**src/rtl/id_ex_hazard_unit.sv**
```systemverilog
// ID/EX hazard unit: load-use stall and taken-branch flush sequencing.
// Define HAZARD_STATS_EN to add saturating stall_count / flush_count outputs.
module id_ex_hazard_unit #(
    parameter int FLUSH_LEN = 2,
    parameter int STAT_W    = 16
) (
    input  logic              clk,
    input  logic              rst,
    input  logic [4:0]        ifid_rs,
    input  logic [4:0]        ifid_rt,
    input  logic              ifid_uses_rt,
    input  logic              idex_memread,
    input  logic [4:0]        idex_rt,
    input  logic              branch_taken,
    input  logic [1:0]        ctrl_wb,
    input  logic [3:0]        ctrl_m,
    input  logic [3:0]        ctrl_ex,
    output logic [1:0]        wb_gated,
    output logic [3:0]        m_gated,
    output logic [3:0]        ex_gated,
    output logic              pc_write,
    output logic              ifid_write,
    output logic              ifid_flush,
    output logic              exmem_flush,
`ifdef HAZARD_STATS_EN
    output logic [STAT_W-1:0] stall_count,
    output logic [STAT_W-1:0] flush_count,
`endif
    output logic [1:0]        state
);

    // state | meaning
    // RUN   | normal issue, checks for branch flush and load-use stall
    // STALL | previous cycle held PC and IF/ID for a load-use bubble
    // FLUSH | bubbling ID_EX for the remaining cycles after a taken branch
    localparam logic [1:0] S_RUN   = 2'd0;
    localparam logic [1:0] S_STALL = 2'd1;
    localparam logic [1:0] S_FLUSH = 2'd2;

    localparam logic [2:0] RELOAD     = 3'(FLUSH_LEN - 1);
    localparam logic [1:0] AFTER_BRCH = (FLUSH_LEN == 1) ? S_RUN : S_FLUSH;

    logic       load_use;
    logic       do_stall;
    logic [1:0] state_nxt;
    logic [2:0] counter;
    logic [2:0] counter_nxt;

    assign load_use = idex_memread && (idex_rt != 5'd0) &&
                      ((idex_rt == ifid_rs) || (ifid_uses_rt && (idex_rt == ifid_rt)));

    always_comb begin
        wb_gated    = ctrl_wb;
        m_gated     = ctrl_m;
        ex_gated    = ctrl_ex;
        pc_write    = 1'b1;
        ifid_write  = 1'b1;
        ifid_flush  = 1'b0;
        exmem_flush = 1'b0;
        do_stall    = 1'b0;
        state_nxt   = S_RUN;
        counter_nxt = 3'd0;

        if (!rst) begin
            case (state)
                S_RUN, S_STALL: begin
                    if (branch_taken) begin
                        wb_gated    = '0;
                        m_gated     = '0;
                        ex_gated    = '0;
                        ifid_flush  = 1'b1;
                        exmem_flush = 1'b1;
                        state_nxt   = AFTER_BRCH;
                        counter_nxt = RELOAD;
                    end else if (load_use) begin
                        wb_gated   = '0;
                        m_gated    = '0;
                        ex_gated   = '0;
                        pc_write   = 1'b0;
                        ifid_write = 1'b0;
                        do_stall   = 1'b1;
                        state_nxt  = S_STALL;
                    end
                end
                S_FLUSH: begin
                    wb_gated   = '0;
                    m_gated    = '0;
                    ex_gated   = '0;
                    ifid_flush = 1'b1;
                    if (branch_taken) begin
                        exmem_flush = 1'b1;
                        state_nxt   = AFTER_BRCH;
                        counter_nxt = RELOAD;
                    end else if (counter > 3'd1) begin
                        state_nxt   = S_FLUSH;
                        counter_nxt = counter - 3'd1;
                    end
                end
                default: ;
            endcase
        end
    end

    always_ff @(posedge clk) begin
        if (rst) begin
            state   <= S_RUN;
            counter <= 3'd0;
        end else begin
            state   <= state_nxt;
            counter <= counter_nxt;
        end
    end

`ifdef HAZARD_STATS_EN
    localparam logic [STAT_W-1:0] ONE = STAT_W'(1);

    always_ff @(posedge clk) begin
        if (rst) begin
            stall_count <= '0;
            flush_count <= '0;
        end else begin
            if (do_stall && (stall_count != '1))
                stall_count <= stall_count + ONE;
            if (exmem_flush && (flush_count != '1))
                flush_count <= flush_count + ONE;
        end
    end
`endif

endmodule
```
**config.mk**
```make
export PLATFORM = sky130hd
export DESIGN_NAME = id_ex_hazard_unit
export DESIGN_NICKNAME = d
export VERILOG_FILES = /design/src/rtl/id_ex_hazard_unit.sv
export SDC_FILE = /design/constraint.sdc
export NUM_CORES = 1
export LEC_CHECK = 0
export BUFFER_PORTS_ARGS = -buffer_cell sky130_fd_sc_hd__buf_4
export CORE_MARGIN = 1
export CORE_UTILIZATION = 32
export DETAILED_ROUTE_END_ITERATION = 8
export GPL_TIMING_DRIVEN = 0
export PLACE_DENSITY_LB_ADDON = 0.08
export SLEW_MARGIN = 30
export SYNTH_ARGS = -nofsm -noshare
export SYNTH_HDL_FRONTEND = slang
export SYNTH_SLANG_ARGS = --single-unit
```
**constraint.sdc**
```tcl
create_clock -name clk -period 1.4 [get_ports clk]
set_input_delay 0.28 -clock clk [delete_from_list [all_inputs] [get_ports clk]]
set_output_delay 0.28 -clock clk [all_outputs]
set_load 0.02 [all_outputs]
```
* Word-level counts from Yosys, hierarchy flattened *
Index checks and enable logic that the tools add are counted.

word-level totals
  flip-flop bits (word level) = 5
  bits of input ports = 30
  logic and storage cells = 46

cells by class
  reduce and logical (&&, ||, !) cells = 8
  order comparisons = 1
  eq/ne operators = 4
  add/sub/neg operators = 1
  mux-type cells = 30

operator list
  cell                                                                              count
  4-bit 2-to-1 mux                                                                  6
  4-bit case mux with 2 select lines                                                2
  2-bit 2-to-1 mux                                                                  6
  5-bit == test                                                                     2
  1-bit 2-to-1 mux                                                                  10
  2-bit case mux with 2 select lines                                                2
  3-bit 2-to-1 mux                                                                  2
  3-bit case mux with 2 select lines                                                1
  5-bit nonzero test                                                                1
  3-bit by 1-bit greater-than comparator with 1-bit output (second input constant)  1
  1-bit logical AND                                                                 3
  3-bit OR reduction                                                                1
  3-bit by 1-bit subtractor with 3-bit output (second input constant)               1
  2-bit by 1-bit == test with 1-bit output (second input constant)                  1
  2-bit == test (second input constant)                                             1
  2-bit logical NOT                                                                 1
  1-bit case mux with 2 select lines                                                1
  2-bit OR reduction                                                                1
  1-bit logical OR                                                                  1

* Logic depth before layout (Yosys ltp) *
Gate-level depths: netlist of run 1.

  depth after elaboration = 8
  depth in mapped cells = 6
  gate-level depth less buffers = 5

* Worst setup path before layout of run 1 *
No wires, ideal clock.

  kind = input -> output
  start = input idex_rt[1]
  end = output ex_gated[0]
  setup slack = -0.345 ns
  stages = 4
  required time = 1.120 ns
  arrival time = 1.465 ns
  cells stage by stage = or4_1 o21ai_2 a211oi_2 a21oi_1

between the ends
  cells in the longest elaborated chain, start to end = 8
  elaborated cells on any way between the ends = 11
  classes of those cells = eq/ne (2); mux (4); reduce/logical (5)

RTL lines
  what                                    line  source
  start: declaration                      13    input logic [4:0] idex_rt,
  5-bit == test                           50    ((idex_rt == ifid_rs) || (ifid_uses_rt && (idex_rt == ifid_rt)));
  1-bit logical AND                       50
  1-bit logical OR                        50
  1-bit logical AND (*)                   49    assign load_use = idex_memread && (idex_rt != 5'd0) &&
  4-bit 2-to-1 mux (*)                    75    end else if (load_use) begin
  4-bit 2-to-1 mux (*)                    67    if (branch_taken) begin
  4-bit case mux with 2 select lines (*)  65    case (state)
  4-bit 2-to-1 mux (*)                    64    if (!rst) begin
  end: declaration                        20    output logic [3:0] ex_gated,

Every way passes the cells marked *; elsewhere a longest branch is shown, timed or not.

* Worst setup path in the final report of run 1 *
  start = input idex_rt[1]
  end = output pc_write

between the ends
  cells in the longest elaborated chain, start to end = 8
  elaborated cells on any way between the ends = 11
  classes of those cells = eq/ne (2); mux (4); reduce/logical (5)

RTL lines
  what                   line  source
  5-bit == test          50
  1-bit logical AND      50
  1-bit logical OR       50
  1-bit logical AND (*)  49
  1-bit 2-to-1 mux (*)   75
  1-bit 2-to-1 mux (*)   67
  1-bit 2-to-1 mux (*)   65
  1-bit 2-to-1 mux (*)   64
  end: declaration       21    output logic pc_write,

Marked as above.

==> results.py, run 1 <==
metrics = {
    "outcome": {
        "status": "finished, violations left",
        "failed_checks": "setup timing",
    },
    "floorplan": {
        "die_y_um": 41.4,
        "dieArea_mm2": 0.00171,
        "fp.dieW_um": 41.4,
        "initial_core_util_pct": 36.3,
        "core_mm2": 0.00137,
        "rows": 13,
        "io_pins": 46,
    },
    "yosys": {
        "ys_top_cells_by_area": "dfxtp_1 (20%), xnor2_1 (19%), a21oi_1 (12%)",
        "yosys.area_share.adder_pct": 5.05,
        "synth_top_area_share_pct": 20.2,
        "postSynthCellCount": 70,
        "synth_top_family_by_area": "simple AND/OR/NAND/NOR gates",
        "ys_seq_area_share_pct": 20.2,
        "synth-seq-cells": 5,
        "yosys.area_share.simple_pct": 26.3,
        "synth.mux.area_fraction_pct": 0,
        "yosysWarnings": 0,
        "netlist_area_um2": 495,
        "synth_compound_area_share_pct": 21.0,
        "synth.distinct_cells": 21,
        "yosys.area_share.xor_xnor_pct": 19.4,
        "synth_nets": 102,
        "yosysTopAreaCell": "dfxtp_1",
        "synth.avg_cell_area_um2": 7.08,
    },
    "placed_design": {
        "gp_congestion": 0.616,
        "place_inst": 130,
        "placed_cell_area_um2": 897,
        "port_buffers": 45,
        "dp_hpwl_mm": 1.20,
    },
    "clock_network": {
        "clk_latency_ns": 0.25,
        "cts_sinks": 5,
        "htreeDepth": 1,
        "cts_tree": "built",
        "cts-buffers-inserted": 3,
        "cts.path.max_buffers": 2,
        "path_clk_slew_ns": 0.05,
        "clock_tree.root_cell": "clkbuf_4",
    },
    "critical_path": {
        "crit_path_top_delay_cell": "or4_4",
        "startpoint": "idex_rt[1]",
        "worstPathArrival_ns": 1.56,
        "cp-endpoint": "pc_write",
        "crit_type": "input port to output port",
        "cpPeakStageDelay_ns": 0.54,
        "worst-path-max-fanout": 3,
        "ff2ff_setup_slack_ns": 0.14,
        "worstSetupEndpointType": "output port",
        "r2r_start": "counter[1]",
        "rr_worst_depth": 5,
        "cp.required_ns": 1.12,
        "r2r_end": "counter[2]",
        "cp-start-kind": "input port",
        "cp_cell_sequence": "buf_8, or4_4, o21ai_4, nor4_2, nand2_1, buf_6, buf_4",
    },
    "global_routing": {
        "grt_usage_pct": 20.9,
        "globalRouteMet3Util_pct": 4.79,
        "use_met2_pct": 35.9,
        "grt_pass1_vias": 583,
        "grt.busiest_layer": "met2",
        "grt_pass1_wl_mm": 2.28,
        "grt_start_max_net_pins": 10,
        "antenna_found_initial": 0,
        "grt_util_met1_pct": 21.8,
        "grt_overflow": 0,
    },
    "flow_run": {
        "maxCapViolations": 0,
    },
    "detailed_routing": {
        "ant_nets": 0,
        "drc": 0,
        "route.vias.total": 702,
        "post_drt_wl_per_cell_um": 13.4,
        "drt_iter0_drc": 13,
        "wirelength_mm": 1.92,
        "routed_via_density": 4.88,
        "drt-pass1-iter-count": 4,
    },
    "sta": {
        "worst_slew_pin_slew_ns": 0.406,
        "period_needed_ns": 1.84,
        "finalCritPeriodShare_pct": 131,
        "setup_viol": 13,
        "hold_viol": 0,
        "finClkSkew_ns": 0.00999,
        "drv_slew": 0,
        "clock.fmax_mhz": 543,
        "setup_slack_ns": -0.440,
        "slew_headroom_pct": 72.8,
        "rsz0062_at_grt": "true",
    },
    "cells_and_area": {
        "final_nets": 162,
        "final_cell_mix": "buf_4 (45), nand2_1 (14), xnor2_1 (11), a21oi_2 (11), buf_6 (8)",
        "antennaDiodeCount": 0,
        "fin_cells": 144,
        "drive_gt1_share_pct": 64.3,
        "layout_commonest_cell": "buf_4",
        "final_cell_area_mm2": 0.00113,
        "syn_to_final_growth_pct": 129,
    },
    "power_and_ir_drop": {
        "irDropWorstVdd_mv": 0.447,
        "leakagePower_uw": 0.000509,
        "fin_total_pwr_uw": 674,
        "power.density_mw_per_mm2": 595,
    },
    "worst_hold_path": {
        "hold_path.class": "input port to register",
    },
}
## metal layers
| metal | vias to the layer above | wire (µm) |
|---|---|---|
| met2 | 31 | 1090 |
| met3 | 3 | 107 |
| li1 | 352 | - |
| met1 | 316 | 708 |
| met4 | 0 | 18 |
| met5 | - | 0 |
## how the worst min path moves through the flow
stage	start	to	slack (ns)	depth (start not counted)
after floorplan	branch_taken	counter[0]	0.40	2
after global placement	counter[2]	counter[2]	0.50	2
after detailed placement	counter[2]	counter[2]	0.51	2
after CTS	branch_taken	state[1]	0.30	3
after global routing	branch_taken	counter[0]	0.36	3
final	branch_taken	counter[0]	0.35	3
## stage by stage
step	hold WS [ns]	worst slack (ns)	util, %	setup TNS, ns
after floorplan	0.397	-0.261	-	-2.95
after global placement	0.498	-0.484	65.7	-5.65
after detailed placement	0.506	-0.512	65.7	-5.87
after CTS	0.302	-0.418	75.6	-4.97
after global routing	0.365	-0.476	82.9	-5.61
final	0.354	-0.440	82.9	-5.11
## cells by family after synthesis
group	after synthesis
AO/OA/AOI/OAI	17
XOR/XNOR	11
adder cells (fa/ha/maj)	2
buffers and inverters	6
flip-flops	5
AND/OR/NAND/NOR	29
## power breakdown
part           switching, µW  internal, µW
Clock                   66.5           108
Sequential              6.28           145
Combinational            161           187
## layout make-up
class                   count  area, µm²
repair buffers             54        464
fillers                    87        234
well taps                  15       18.8
flip-flops and latches      5        108
multi-input cells          60        465
clock buffers               4       26.3
inverters                   3       16.3
plain buffers               3       33.8
## cell usage after synthesis
master	count
nand3_1	1
o22ai_1	1
clkbuf_8	1
a21oi_1	12
xnor2_1	11
nand2_1	14
or4_1	1
dfxtp_1	5
o21bai_1	1
a211oi_2	1
inv_1	3
nand4_1	1
nor2_1	6
o21ai_2	1
nor4_1	1
ha_1	2
and2_1	2
a21o_2	1
nor3_1	1
buf_4	2
nand2b_1	2
## sequential cells by signal, indices dropped and copies added, names as in the netlist
name     count
counter      3
state        2
## worst max-delay path, delay by kind of cell
family,cells,cell delay (ns)
buffers and inverters,3,0.32
AOI/OAI and AO/OA,1,0.24
and+or+nand+nor,3,0.72
## repair_timing
action                     CTS  global route
setup endpoints to repair   13            13
gates cloned                 1             0
hold buffers                 0             0
setup buffers                6             3
gates resized for setup     10            16
pin swaps                    2             3
No activity file was read; power rests on OpenSTA's default activity.
==> run 2: changes to the inputs <==
--- a/config.mk
+++ b/config.mk
@@ -11,3 +11,2 @@
 export DETAILED_ROUTE_END_ITERATION = 8
-export GPL_TIMING_DRIVEN = 0
 export PLACE_DENSITY_LB_ADDON = 0.08
==> constraint.sdc (replaced) <==
create_clock -name clk -period 1.4 [get_ports clk]
set_input_delay 0.14 -clock clk [delete_from_list [all_inputs] [get_ports clk]]
set_output_delay 0.14 -clock clk [all_outputs]
set_load 0.02 [all_outputs]
==> run 2 against run 1 <==
Compared with the run above: the run still ends with setup timing left; utilization fell by 7.6 points; clock power down 3%; cell count fell by 2.8%; worst setup slack improved by 0.32 ns; sequential share of layout area up 0.96 points; clock skew is 0.0040 ns lower; maximum frequency is 21% higher; first-iteration DRC count fell by 54%; worst hold slack got worse by 0.19 ns; combinational power shrank 10%; critical path type unchanged; highest routed layer unchanged.
==> results.py, run 2 (synthesis results as in run 1) <==
metrics = {
    "floorplan": {
        "fp.dieW_um": 41.4,
        "die_y_um": 41.4,
        "rows": 13,
        "dieArea_mm2": 0.00171,
        "io_pins": 46,
        "initial_core_util_pct": 36.3,
        "core_mm2": 0.00137,
    },
    "clock_network": {
        "cts_tree": "built",
        "cts_hold_buf": 0,
        "cts_sinks": 5,
        "htreeDepth": 1,
        "path_clk_slew_ns": 0.04,
        "cts-buffers-inserted": 3,
        "cts.path.max_buffers": 2,
        "clock_tree.root_cell": "clkbuf_4",
        "clk_latency_ns": 0.24,
    },
    "power_and_ir_drop": {
        "power.density_mw_per_mm2": 618,
        "pwr-share-seq_pct": 24.0,
        "irDropWorstVdd_mv": 0.315,
        "power.switching_uw": 218,
        "sw_frac_of_total_pct": 34.2,
        "p_clk_share_pct": 26.7,
        "leakagePower_uw": 0.000475,
        "p_int_uw": 418,
        "p_comb_share_pct": 49.2,
    },
    "critical_path": {
        "r2r_start": "counter[1]",
        "worstSetupEndpointType": "output port",
        "cp.required_ns": 1.26,
        "ff2ff_setup_slack_ns": 0.33,
        "r2r_end": "counter[1]",
        "crit_type": "input port to output port",
        "worst-path-max-fanout": 5,
        "rr_worst_depth": 5,
        "worstPathArrival_ns": 1.39,
        "cp-start-kind": "input port",
    },
    "cells_and_area": {
        "top_register": "counter",
        "syn_to_final_growth_pct": 108,
        "drive_gt1_share_pct": 57.6,
        "layout_commonest_cell": "buf_4",
        "final_core_util_pct": 75.3,
        "final_nets": 158,
        "largest_reg_flops": 3,
        "final_cell_area_mm2": 0.00103,
        "final_cell_mix": "buf_4 (44), nand2_1 (13), xnor2_1 (11)",
        "fill_cells": 117,
        "antennaDiodeCount": 0,
        "reg.largest.list": "counter x3, state x2",
    },
    "worst_hold_path": {
        "hold_path.class": "input port to register",
        "worst_hold_path.endpoint": "state[1]",
        "hold_depth": 3,
        "hold_start": "branch_taken",
    },
    "detailed_routing": {
        "wirelength_mm": 1.72,
        "drt_iter0_drc": 6,
        "ant_nets": 0,
        "drc": 0,
        "post_drt_wl_per_cell_um": 12.3,
        "route.vias.total": 697,
        "routed_via_density": 4.98,
        "drt-pass1-iter-count": 4,
    },
    "placed_design": {
        "dp_hpwl_mm": 1.11,
        "placed_cell_area_um2": 861,
        "gp_congestion": 0.612,
        "port_buffers": 45,
    },
    "sta": {
        "drv_slew": 0,
        "hold_viol": 0,
        "rsz0062_at_grt": "true",
        "setup_slack_ns": -0.125,
        "fin_setup_tns_ns": -1.23,
        "finalCritPeriodShare_pct": 109,
        "worst_slew_pin_slew_ns": 0.382,
        "finClkSkew_ns": 0.00595,
        "setup_viol": 12,
        "period_needed_ns": 1.53,
        "clock.fmax_mhz": 656,
        "slew_headroom_pct": 74.3,
    },
    "global_routing": {
        "grt_pass1_vias": 502,
        "grt_pass1_wl_mm": 1.86,
        "grt_overflow": 0,
        "grt_start_max_net_pins": 14,
        "grt_usage_pct": 16.8,
        "antenna_found_initial": 0,
    },
    "outcome": {
        "status": "finished, violations left",
        "failed_checks": "setup timing",
    },
    "flow_run": {
        "maxCapViolations": 0,
    },
}
==> run 2: cell count changes in the layout (fill, tap and decap cells not counted), sizes merged <==
cell,delta
a21o,+1
buf,-5
clkinv,-1
inv,+1
==> run 2: routing by layer <==
layer / vias up / track usage, % / share of wire, % / routed length [µm]
met4: 0 / 12.1 / 1.5 / 25
li1: 349 / - / - / -
met5: - / 0 / 0 / 0
met2: 35 / 30.1 / 51 / 868
met3: 4 / 1.60 / 6.2 / 107
met1: 309 / 18.3 / 42 / 718
==> run 2: power groups by stage <==
stage	clock [µW]	sequential [µW]	combinational, µW
finish	170	153	313
global route	182	153	337
CTS	174	155	285
detailed placement	0	155	265
global placement	0	154	261
floorplan	0	156	130
==> run 2: worst max path at each step <==
stage / cells past startpoint / to / from / slack, ns
after global placement: 6 / wb_gated[1] / idex_rt[1] / -0.16
final: 6 / ex_gated[3] / idex_rt[1] / -0.13
after floorplan: 4 / ex_gated[0] / idex_rt[1] / -0.07
after CTS: 6 / ex_gated[1] / idex_rt[3] / -0.17
after detailed placement: 6 / ex_gated[1] / idex_rt[1] / -0.17
after global routing: 6 / m_gated[2] / idex_rt[1] / -0.16
==> run 2: final cells by class <==
| cell class | instances | area [µm²] | share of cell area (%) |
|---|---|---|---|
| multi-input combinational | 61 | 444 | 43.2 |
| timing repair buffer | 52 | 420 | 40.9 |
| sequential | 5 | 108 | 10.5 |
| clock buffer | 4 | 26.3 | 2.55 |
| tap | 15 | 18.8 | 1.82 |
| inverter | 3 | 11.3 | 1.09 |
==> run 2: stage by stage <==
stage          instances  setup WS [ns]  power, µW  hold WS [ns]
5_1_grt              140         -0.156        672         0.183
3_3_place_gp         132         -0.157        416         0.400
4_1_cts              138         -0.170        614         0.156
3_5_place_dp         132         -0.168        420         0.409
2_1_floorplan         70        -0.0655        287         0.257
6_report             140         -0.125        636         0.163
==> run 2: critical path, stage by stage <==
cell,delay [ns]
buf_6,0.09
or4_4,0.54
o21ai_4,0.22
a211oi_4,0.10
a21oi_1,0.14
buf_4,0.16
==> run 2: timing repair <==
action                     CTS  global route
gates resized for setup     11            19
setup buffers                1             0
setup endpoints to repair   13            13
pin swaps                   10             8
cloned                       1             2
